[config.mk]
export PLATFORM = sky130hd
export DESIGN_NAME = uvmt_axis_st_buf_dut
export DESIGN_NICKNAME = d
export VERILOG_FILES = /design/src/rtl/uvmt_axis_st_buf_pkg.sv /design/src/rtl/uvmt_axis_st_buf_mem.sv /design/src/rtl/uvmt_axis_st_buf_dut.sv
export SDC_FILE = /design/constraint.sdc
export NUM_CORES = 1
export LEC_CHECK = 0
export ABC_AREA = 1
export CORE_UTILIZATION = 37
export CTS_CLUSTER_DIAMETER = 80
export CTS_CLUSTER_SIZE = 40
export DETAILED_ROUTE_END_ITERATION = 8
export PLACE_DENSITY = 0.59
export SETUP_SLACK_MARGIN = 0.3
export SLEW_MARGIN = 20
export SYNTH_ARGS = -nofsm -noshare
export SYNTH_HDL_FRONTEND = slang
export SYNTH_SLANG_ARGS = --single-unit
[constraint.sdc]
create_clock -name clk -period 5.99 [get_ports clk]
set_clock_uncertainty 0.2 [all_clocks]
set_input_delay 1.198 -clock clk [delete_from_list [all_inputs] [get_ports clk]]
set_output_delay 1.198 -clock clk [all_outputs]
set_load 0.01 [all_outputs]
[src/rtl/uvmt_axis_st_buf_pkg.sv]
// Shared types and default parameters for the AXI-Stream beat buffer.
package uvmt_axis_st_buf_pkg;

  typedef enum logic {
    CUT_THROUGH = 1'b0,
    STORE_FWD   = 1'b1
  } buf_mode_e;

  localparam int        DEF_TDATA_BYTES = 4;
  localparam int        DEF_TID_WIDTH   = 8;
  localparam int        DEF_TDEST_WIDTH = 8;
  localparam int        DEF_TUSER_WIDTH = 8;
  localparam int        DEF_DEPTH       = 16;
  localparam buf_mode_e DEF_MODE        = CUT_THROUGH;

  // Packed beat: tdata, tstrb, tkeep, tlast, tid, tdest, tuser.
  function automatic int beat_width(input int bytes, input int tid_w,
                                    input int tdest_w, input int tuser_w);
    return 8 * bytes + 2 * bytes + 1 + tid_w + tdest_w + tuser_w;
  endfunction

endpackage

[src/rtl/uvmt_axis_st_buf_mem.sv]
// Beat storage: one synchronous write port, one asynchronous read port, no reset.
module uvmt_axis_st_buf_mem
  import uvmt_axis_st_buf_pkg::*;
#(
  parameter int DEPTH = DEF_DEPTH,
  parameter int WIDTH = 8
) (
  input  logic                     clk,
  input  logic                     i_we,
  input  logic [$clog2(DEPTH)-1:0] i_waddr,
  input  logic [WIDTH-1:0]         i_wdata,
  input  logic [$clog2(DEPTH)-1:0] i_raddr,
  output logic [WIDTH-1:0]         o_rdata
);

  logic [WIDTH-1:0] r_mem [DEPTH];

  always_ff @(posedge clk) begin
    if (i_we) r_mem[i_waddr] <= i_wdata;
  end

  assign o_rdata = r_mem[i_raddr];

endmodule

[src/rtl/uvmt_axis_st_buf_dut.sv]
// AXI-Stream beat buffer with first-word fall-through output and an optional
// store-and-forward release gate.
module uvmt_axis_st_buf_dut
  import uvmt_axis_st_buf_pkg::*;
#(
  parameter int        TDATA_BYTES = DEF_TDATA_BYTES,
  parameter int        TID_WIDTH   = DEF_TID_WIDTH,
  parameter int        TDEST_WIDTH = DEF_TDEST_WIDTH,
  parameter int        TUSER_WIDTH = DEF_TUSER_WIDTH,
  parameter int        DEPTH       = DEF_DEPTH,
  parameter buf_mode_e MODE        = DEF_MODE
) (
  input  logic                         clk,
  input  logic                         reset_n,
  input  logic                         mstr_tvalid,
  input  logic [8*TDATA_BYTES-1:0]     mstr_tdata,
  input  logic [TDATA_BYTES-1:0]       mstr_tstrb,
  input  logic [TDATA_BYTES-1:0]       mstr_tkeep,
  input  logic                         mstr_tlast,
  input  logic [TID_WIDTH-1:0]         mstr_tid,
  input  logic [TDEST_WIDTH-1:0]       mstr_tdest,
  input  logic [TUSER_WIDTH-1:0]       mstr_tuser,
  output logic                         mstr_tready,
  output logic                         slv_tvalid,
  output logic [8*TDATA_BYTES-1:0]     slv_tdata,
  output logic [TDATA_BYTES-1:0]       slv_tstrb,
  output logic [TDATA_BYTES-1:0]       slv_tkeep,
  output logic                         slv_tlast,
  output logic [TID_WIDTH-1:0]         slv_tid,
  output logic [TDEST_WIDTH-1:0]       slv_tdest,
  output logic [TUSER_WIDTH-1:0]       slv_tuser,
  input  logic                         slv_tready,
  output logic [$clog2(DEPTH+1)-1:0]   level,
  output logic [$clog2(DEPTH+1)-1:0]   pkt_count
);

  localparam int LW = $clog2(DEPTH + 1);
  localparam int PW = $clog2(DEPTH);
  localparam int BW = beat_width(TDATA_BYTES, TID_WIDTH, TDEST_WIDTH, TUSER_WIDTH);
  localparam logic [LW-1:0] FULL_LVL = LW'(DEPTH);

  logic [PW-1:0] r_wr_ptr, r_rd_ptr;
  logic [LW-1:0] r_level, r_pkt_count;
  logic          w_push, w_pop, w_release;
  logic [BW-1:0] w_wr_beat, w_rd_beat;

  // Handshake: a beat moves on a rising edge only when valid and ready are
  // both 1 on that side; valid never depends on ready of the same side.
  assign mstr_tready = reset_n & (r_level < FULL_LVL);
  assign w_release   = (MODE == CUT_THROUGH) | (r_pkt_count != '0) | (r_level == FULL_LVL);
  assign slv_tvalid  = (r_level != '0) & w_release;
  assign w_push      = mstr_tvalid & mstr_tready;
  assign w_pop       = slv_tvalid & slv_tready;

  assign w_wr_beat = {mstr_tdata, mstr_tstrb, mstr_tkeep, mstr_tlast,
                      mstr_tid, mstr_tdest, mstr_tuser};
  assign {slv_tdata, slv_tstrb, slv_tkeep, slv_tlast,
          slv_tid, slv_tdest, slv_tuser} = w_rd_beat;

  uvmt_axis_st_buf_mem #(
    .DEPTH (DEPTH),
    .WIDTH (BW)
  ) u_mem (
    .clk     (clk),
    .i_we    (w_push),
    .i_waddr (r_wr_ptr),
    .i_wdata (w_wr_beat),
    .i_raddr (r_rd_ptr),
    .o_rdata (w_rd_beat)
  );

  // Pointers wrap naturally at DEPTH (power of 2); fullness comes from r_level.
  always_ff @(posedge clk or negedge reset_n) begin
    if (!reset_n) begin
      r_wr_ptr    <= '0;
      r_rd_ptr    <= '0;
      r_level     <= '0;
      r_pkt_count <= '0;
    end else begin
      if (w_push) r_wr_ptr <= r_wr_ptr + PW'(1);
      if (w_pop)  r_rd_ptr <= r_rd_ptr + PW'(1);
      case ({w_push, w_pop})
        2'b10:   r_level <= r_level + LW'(1);
        2'b01:   r_level <= r_level - LW'(1);
        default: r_level <= r_level;
      endcase
      case ({w_push & mstr_tlast, w_pop & slv_tlast})
        2'b10:   r_pkt_count <= r_pkt_count + LW'(1);
        2'b01:   r_pkt_count <= r_pkt_count - LW'(1);
        default: r_pkt_count <= r_pkt_count;
      endcase
    end
  end

  assign level     = r_level;
  assign pkt_count = r_pkt_count;

endmodule

==> impl_results.rst, run 1 <==
.. list-table::
   :header-rows: 1

   * - Metric
     - Value
   * - Internal power
     - 12,700 uW
   * - Clk sinks
     - 1,058
   * - Total setup buffers inserted after CTS
     - 0
   * - Fill cell instance count of the final layout
     - 10,300
   * - Net Count, Synth
     - 3,254
   * - Height of the die
     - 340 um
   * - Number of hold buffers added after cts
     - 0
   * - Cell type group with the largest total delay on the critical path
     - buffers and inverters
   * - Routability congestion estimate
     - 0.729
   * - # H-tree levels
     - 2
   * - Total DRC errors in the routed layout
     - 0
   * - Kind of capture point of the worst setup path
     - primary output
   * - Synth unique cells
     - 30
   * - Part of the cycle the worst path needs
     - 0.853
   * - Count of instances resized after the clock tree is built
     - 0
   * - DR WL/cell
     - 22.4 um
   * - Portion of the post-synthesis area used by sequential elements
     - 0.752
   * - Worst setup slack before clock tree synthesis
     - 1.50 ns
   * - Width of the chip
     - 340 um
   * - TritonCTS clock tree
     - done
   * - Main synth FF type
     - edfxtp_1
   * - Share of power burned in registers
     - 0.426
   * - First-pass iteration count of the detailed router
     - 7
   * - Final slew viol count
     - 0
   * - Overflow left after global routing
     - 0
   * - Vias in the first global route
     - 23,900
   * - Switching share of power
     - 0.378
   * - Synthesis-to-finish area growth
     - 11.0%
   * - Slack of the critical path
     - 0.883 ns
   * - Switching Power
     - 7730 uW
   * - Buffers from clock root to sink, at most
     - 3
   * - Async S/R FF share, synth
     - 0.0170
   * - Area fraction of the dominant cell type after synthesis
     - 0.741
   * - GRT met3 Usage
     - 0.0206
   * - Per-instance average area after synthesis
     - 13.3 um2
   * - Count of buffers from port buffering
     - 145
   * - Critical path cell sequence
     - buf_4, o21ai_0, o211ai_1, nand3_1, nand2_1, clkdlybuf4s50_1
   * - Maximum clock rate
     - 0.196 GHz
   * - Largest net degree at the start of global routing
     - 225
   * - Worst vdd rail ir drop
     - 0.366 mV
   * - Worst-Skew Late Latency
     - 0.66 ns
   * - CP Max Fanout
     - 97
   * - Grt met2 use
     - 0.312
   * - Number of synthesized register bits
     - 1,058
   * - Area leader, netlist
     - edfxtp_1
   * - Total Power
     - 20,500 uW
   * - Total clock buffers created by CTS
     - 41
   * - Core Region
     - 0.113 mm2
   * - CP Data Required Time
     - 4.59 ns
   * - Data arrival, critical path
     - 3.71 ns
   * - Post-placement cell count
     - 4,658
   * - Leading post-synthesis cells by instance count
     - 1,040 x edfxtp_1, 562 x nor2_1, 419 x o21ai_0
   * - 1st-iter DRT viols
     - 2,512
   * - Stage delay of the slowest cell on the critical path
     - 0.82 ns
   * - Number of max-cap violations
     - 0
   * - Combined flip-flop and latch cell area
     - 0.0317 mm2
   * - Final TNS setup
     - 0 ns
   * - Syn. warnings
     - 0
   * - Wire length of the first global-routing pass
     - 158 mm
   * - Minimum period implied by the final worst setup slack
     - 5.11 ns
   * - LEAKAGE
     - 0.0149 uW
   * - Number of vias per cell after detailed routing
     - 5.28
   * - Count of vias placed by the detailed router
     - 25,000
   * - Worst Path Buf+Inv
     - 2
   * - Pwr per Cell Area
     - 437 mW/mm2
   * - CP Launch Type
     - flip-flop
   * - Count leader, synth
     - edfxtp_1
   * - Relative slew margins
     - 0.187
   * - Number of instances in the synthesized netlist
     - 3,170
   * - Worst-margin pin slew
     - 1.22 ns
   * - Power share of the clock group
     - 0.199
   * - HPWL reported at the end of detailed placement
     - 52.8 mm
   * - Type of the worst setup path
     - reg -> out
   * - Post-synthesis instance area
     - 0.0422 mm2
   * - Met1 capacity usage during global routing
     - 0.242
   * - FP Rows
     - 123
   * - Unrepaired setup endpoints after global routing
     - no
   * - Main area contributors after synthesis
     - edfxtp_1 74%, nor2_1 5.0%, o21ai_0 5.0%
   * - Final setup vio count
     - 0
   * - Effective utilization at floorplan
     - 0.374
   * - Run status
     - completed
   * - Area of the multi-input gates
     - 0.00891 mm2
   * - Class of the most critical hold timing path
     - reg -> reg
   * - Antenna violations before repair
     - 9
   * - Clock slew seen by the registers of the worst setup and hold paths
     - 0.12 ns
   * - Clk Tree Root Cell
     - clkbuf_16
   * - Slowest-stage cell, CP
     - dfrtp_4
   * - Share of post-route cells with drive strength above 1
     - 0.0514
   * - Post-route antenna net violation count
     - 0
   * - Final #Nets
     - 3,285
   * - Total wirelength of the detailed-routed design
     - 106 mm
   * - Non-filler instance count after layout
     - 4,733
   * - Floorplan die area
     - 0.115 mm2
   * - Number of enable flip-flop cells after synthesis
     - 1,040
   * - Global route hottest layer
     - met2
   * - Part of the power in combinational logic
     - 0.375
   * - Total track usage
     - 0.180
   * - I/O pins
     - 146
   * - Final count of hold timing violations
     - 0
[cells by family (layout without fill, tap and decap cells)]
group / Yosys count / in the layout / synth area share
AO/OA/AOI/OAI: 888 / 888 / 0.121
flip-flops: 1058 / 1058 / 0.752
buffers and inverters: 353 / 414 / 0.0400
AND/OR/NAND/NOR: 843 / 843 / 0.0803
other: 0 / 2 / 0
XOR/XNOR: 13 / 13 / 0.00270
adder cells (fa/ha/maj): 15 / 15 / 0.00481
[per-layer routing]
| layer | share of wire | vias to the layer above |
|---|---|---|
| met2 | 0.50 | 587 |
| met5 | 0.00070 | - |
| met4 | 0.021 | 12 |
| met1 | 0.43 | 12600 |
| li1 | - | 11600 |
| met3 | 0.046 | 124 |
[final timing paths]
path	startpoint	slack (ns)	cells after the start	to
max	r_rd_ptr[0]$_DFFE_PN0P_	0.88	6	slv_tdata[18]
min	pkt_count[3]$_DFFE_PN0P_	0.35	2	pkt_count[3]$_DFFE_PN0P_
max reg2reg	r_rd_ptr[0]$_DFFE_PN0P_	2.12	16	pkt_count[4]$_DFFE_PN0P_
min reg2reg	pkt_count[3]$_DFFE_PN0P_	0.35	2	pkt_count[3]$_DFFE_PN0P_
max in group asynchronous	reset_n	4.69	2	r_rd_ptr[0]$_DFFE_PN0P_
min in group asynchronous	reset_n	0.67	2	r_rd_ptr[3]$_DFFE_PN0P_
[per-stage QoR]
stage	util	cell area (um2)	hold WS [ns]
6_report	0.415	46800	0.349
4_1_cts	0.415	46800	0.359
2_1_floorplan	-	42200	0.335
3_3_place_gp	0.401	45200	0.326
3_5_place_dp	0.401	45200	0.334
5_1_grt	0.415	46800	0.362
[cell usage in the layout, fill, tap and decap left out, types with 14 or more instances in the layout]
| master | synthesis | layout |
|---|---|---|
| nand2_1 | 126 | 126 |
| inv_1 | 135 | 134 |
| a21oi_1 | 112 | 112 |
| nor2_1 | 562 | 546 |
| o211ai_1 | 256 | 256 |
| edfxtp_1 | 1040 | 1040 |
| nand3_1 | 141 | 141 |
| o21ai_1 | 99 | 99 |
| o21ai_0 | 419 | 419 |
| buf_4 | 7 | 36 |
| buf_12 | 1 | 22 |
| nor2_4 | 0 | 16 |
| clkdlybuf4s50_1 | 0 | 145 |
| dfrtp_1 | 18 | 14 |
| clkbuf_16 | 0 | 43 |
[layout make-up]
type	count	area share
multi-input cells	1759	0.190
flip-flops and latches	1058	0.677
clock inverters	29	0.0110
well taps	1500	0.0401
inverters	138	0.0116
diodes	2	0.000107
repair buffers	203	0.0462
clock buffers	44	0.0231
[worst register-to-register path: stages (launching register included)]
cell and delay (ns):
dfrtp_4 0.73, inv_12 0.51, buf_12 0.43, nand2_1 0.09, nand2_1 0.06, nand2_1 0.05, nand3_1 0.13, nand3_2 0.10
a21oi_2 0.26, ha_1 0.32, ha_1 0.31, nand2_1 0.10, nand2_1 0.05, a21oi_1 0.15, xor2_1 0.17, nand2_1 0.07
nand2_1 0.06
[power by group through the flow]
stage / clock [uW] / combinational, uW / sequential [uW]
6_report: 4070 / 7660 / 8720
5_1_grt: 4380 / 8490 / 8760
4_1_cts: 4150 / 7840 / 8720
3_5_place_dp: 0 / 7800 / 8890
3_3_place_gp: 0 / 7760 / 8880
2_1_floorplan: 0 / 4970 / 8730
[flip-flops by register name, summed over array words and instances (netlist names)]
name / count
level: 5
pkt_count: 5
r_wr_ptr: 4
r_rd_ptr: 4
u_mem.r_mem: 1040
(Power assumes the default switching activity.)
==> run 2, diff against run 1 <==
--- a/config.mk
+++ b/config.mk
@@ -6,11 +6,10 @@
 export NUM_CORES = 1
 export LEC_CHECK = 0
 export ABC_AREA = 1
-export CORE_UTILIZATION = 37
+export CORE_UTILIZATION = 23
 export CTS_CLUSTER_DIAMETER = 80
-export CTS_CLUSTER_SIZE = 40
 export DETAILED_ROUTE_END_ITERATION = 8
-export PLACE_DENSITY = 0.59
+export PLACE_DENSITY = 0.43
 export SETUP_SLACK_MARGIN = 0.3
 export SLEW_MARGIN = 20
 export SYNTH_ARGS = -nofsm -noshare
==> impl_results.rst, run 2 (synthesis gave the netlist of run 1 again) <==
.. list-table::
   :header-rows: 1

   * - Metric
     - Value
   * - Run status
     - completed (unchanged)
   * - Pwr per Cell Area
     - 473 mW/mm2 (was 437 mW/mm2)
   * - DR WL/cell
     - 21.3 um (was 22.4 um)
   * - Final Cell Area
     - 0.0500 mm2 (was 0.0468 mm2)
   * - Final #Nets
     - 3,355 (was 3,285)
   * - Commonest cells after routing, fill and taps aside
     - 1,040 x edfxtp_1, 546 x nor2_1, 419 x o21ai_0 (unchanged)
   * - CP Launch Type
     - flip-flop (unchanged)
   * - Count of buffers from port buffering
     - 145 (unchanged)
   * - Width of the chip
     - 430 um (was 340 um)
   * - Clk sinks
     - 1,058 (unchanged)
   * - Buffers from clock root to sink, at most
     - 3 (unchanged)
   * - Largest net degree at the start of global routing
     - 209 (was 225)
   * - LEAKAGE
     - 0.0159 uW (was 0.0149 uW)
   * - Total clock buffers created by CTS
     - 114 (was 41)
   * - Effective utilization at floorplan
     - 0.232 (was 0.374)
   * - CP Max Fanout
     - 71 (was 97)
   * - Largest register FFs
     - 1,040 (unchanged)
   * - Wire length of the first global-routing pass
     - 178 mm (was 158 mm)
   * - Total placed instance area
     - 0.0464 mm2 (was 0.0452 mm2)
   * - Clk Tree Root Cell
     - clkbuf_16 (unchanged)
   * - Count of vias placed by the detailed router
     - 25,300 (was 25,000)
   * - Floorplan die area
     - 0.185 mm2 (was 0.115 mm2)
   * - Routability congestion estimate
     - 0.694 (was 0.729)
   * - Data arrival, critical path
     - 3.61 ns (was 3.71 ns)
   * - Maximum clock rate
     - 0.200 GHz (was 0.196 GHz)
   * - Minimum period implied by the final worst setup slack
     - 5.01 ns (was 5.11 ns)
   * - Number of hold buffers added after cts
     - 0 (unchanged)
   * - Vias in the first global route
     - 25,000 (was 23,900)
   * - Total setup buffers inserted after CTS
     - 0 (unchanged)
   * - Core Region
     - 0.181 mm2 (was 0.113 mm2)
   * - Unrepaired setup endpoints after global routing
     - no (unchanged)
   * - Slowest-stage cell, CP
     - dfrtp_4 (unchanged)
   * - HPWL reported at the end of detailed placement
     - 58.6 mm (was 52.8 mm)
   * - Relative slew margins
     - 0.232 (was 0.187)
   * - FP Rows
     - 156 (was 123)
   * - Type of the worst setup path
     - reg -> out (unchanged)
   * - Count of instances resized after the clock tree is built
     - 0 (unchanged)
   * - Fill cell instance count of the final layout
     - 18,400 (was 10,300)
   * - Total DRC errors in the routed layout
     - 0 (unchanged)
   * - Part of the cycle the worst path needs
     - 0.836 (was 0.853)
   * - # H-tree levels
     - 3 (was 2)
   * - Final TNS setup
     - 0 ns (unchanged)
   * - End of the worst register-to-register path
     - pkt_count[4]$_DFFE_PN0P_ (unchanged)
   * - Total wirelength of the detailed-routed design
     - 122 mm (was 106 mm)
   * - CP Data Required Time
     - 4.59 ns (about the same)
   * - Worst-margin pin slew
     - 1.15 ns (was 1.22 ns)
   * - Clock slew seen by the registers of the worst setup and hold paths
     - 0.06 ns (was 0.12 ns)
   * - Number of vias per cell after detailed routing
     - 4.42 (was 5.28)
   * - Antenna violations before repair
     - 20 (was 9)
   * - Register-to-register path setup slack
     - 2.19 ns (was 2.12 ns)
   * - Worst hold start
     - pkt_count[3]$_DFFE_PN0P_ (unchanged)
   * - Final count of hold timing violations
     - 0 (unchanged)
   * - Cells on worst reg2reg path
     - 13 (was 16)
   * - Class of the most critical hold timing path
     - reg -> reg (unchanged)
   * - Final setup vio count
     - 0 (unchanged)
   * - Top reg by flops
     - u_mem.r_mem (unchanged)
   * - TritonCTS clock tree
     - done (unchanged)
   * - 1st-iter DRT viols
     - 1,739 (was 2,512)
   * - Synthesis-to-finish area growth
     - 18.6% (was 11.0%)
   * - Final slew viol count
     - 0 (unchanged)
   * - Startpoint of the lowest-slack register-to-register path
     - r_rd_ptr[2]$_DFFE_PN0P_ (was r_rd_ptr[0]$_DFFE_PN0P_)
   * - Worst vdd rail ir drop
     - 0.365 mV (was 0.366 mV)
   * - Overflow left after global routing
     - 0 (unchanged)
   * - Number of cells on the worst hold path
     - 2 (unchanged)
   * - Kind of capture point of the worst setup path
     - primary output (unchanged)
   * - Share of post-route cells with drive strength above 1
     - 0.0766 (was 0.0514)
   * - Critical path cell sequence
     - inv_6, buf_12, o211ai_1, nand3_1, nand2_1, clkdlybuf4s50_1 (was buf_4, o21ai_0, o211ai_1, nand3_1, nand2_1, clkdlybuf4s50_1)
   * - Height of the die
     - 430 um (was 340 um)
   * - Leading cell type in the layout, fill and taps excluded
     - edfxtp_1 (unchanged)
   * - First-pass iteration count of the detailed router
     - 5 (was 7)
   * - Post-route antenna net violation count
     - 0 (unchanged)
   * - I/O pins
     - 146 (unchanged)
   * - Worst-Skew Late Latency
     - 0.71 ns (was 0.66 ns)
   * - Total track usage
     - 0.130 (was 0.180)
   * - Number of max-cap violations
     - 0 (unchanged)
   * - Hold Path Sink
     - pkt_count[3]$_DFFE_PN0P_ (unchanged)
   * - Stage delay of the slowest cell on the critical path
     - 0.76 ns (was 0.82 ns)
run 2: cell types whose count changed in the layout (fill, tap and decap cells not counted), sizes merged:
cell      previous run  this run
buf                 58        55
bufinv               3        10
clkbuf              44       131
clkinv              11        65
clkinvlp             2         0
diode                2         1
inv                151       144
run 2: layer usage:
metal	up-vias	share of wire	global-route usage
li1	11900	-	-
met1	12900	0.45	0.169
met2	426	0.49	0.221
met3	153	0.043	0.0224
met4	20	0.018	0.0345
met5	-	0.0010	0
run 2: worst max-delay path by stage:
stage                               endpoint               startpoint  cells past startpoint
3_3_place_gp   u_mem.r_mem[11][25]$_DFFE_PP_                  reset_n                      9
3_5_place_dp   u_mem.r_mem[11][38]$_DFFE_PP_                  reset_n                      9
4_1_cts                        slv_tdata[22]  r_rd_ptr[2]$_DFFE_PN0P_                      6
2_1_floorplan   u_mem.r_mem[11][0]$_DFFE_PP_                  reset_n                      6
6_report                        slv_tuser[0]  r_rd_ptr[2]$_DFFE_PN0P_                      6
5_1_grt                         slv_tkeep[3]  r_rd_ptr[2]$_DFFE_PN0P_                      6
run 2: through the flow:
stage                     utilization  power, uW  instances  hold WS (ns)  setup slack [ns]
final                           0.276      23600       5738         0.329             0.981
after global routing            0.276      25000       5738         0.371             0.793
after CTS                       0.276      24100       5737         0.336             0.825
after detailed placement        0.256      17100       5525         0.324              1.54
after global placement          0.256      17200       5525         0.322              1.56
after floorplan                     -      13700       3170         0.335             0.704
run 2: cell type report:
class,count,area [um2],area share
flip-flops and latches,1058,31700,0.634
inverters,138,547,0.0109
well taps,2370,2970,0.0593
diodes,1,2.50,0.0000501
multi-input cells,1759,8910,0.178
clock buffers,131,2940,0.0588
repair buffers,200,2240,0.0448
clock inverters,81,681,0.0136
run 2: power by group:
group	total, uW	switching (uW)	internal [uW]
clock network	6880	2940	3940
registers	8680	225	8460
logic	8050	5340	2710
run 2: worst max-delay path: cells and delay by family (launching register included):
| kind | cells | cell delay [ns] |
|---|---|---|
| buffers and inverters | 3 | 1.65 |
| DFF | 1 | 0.76 |
| and+or+nand+nor | 2 | 0.30 |
| AOI/OAI and AO/OA | 1 | 0.14 |
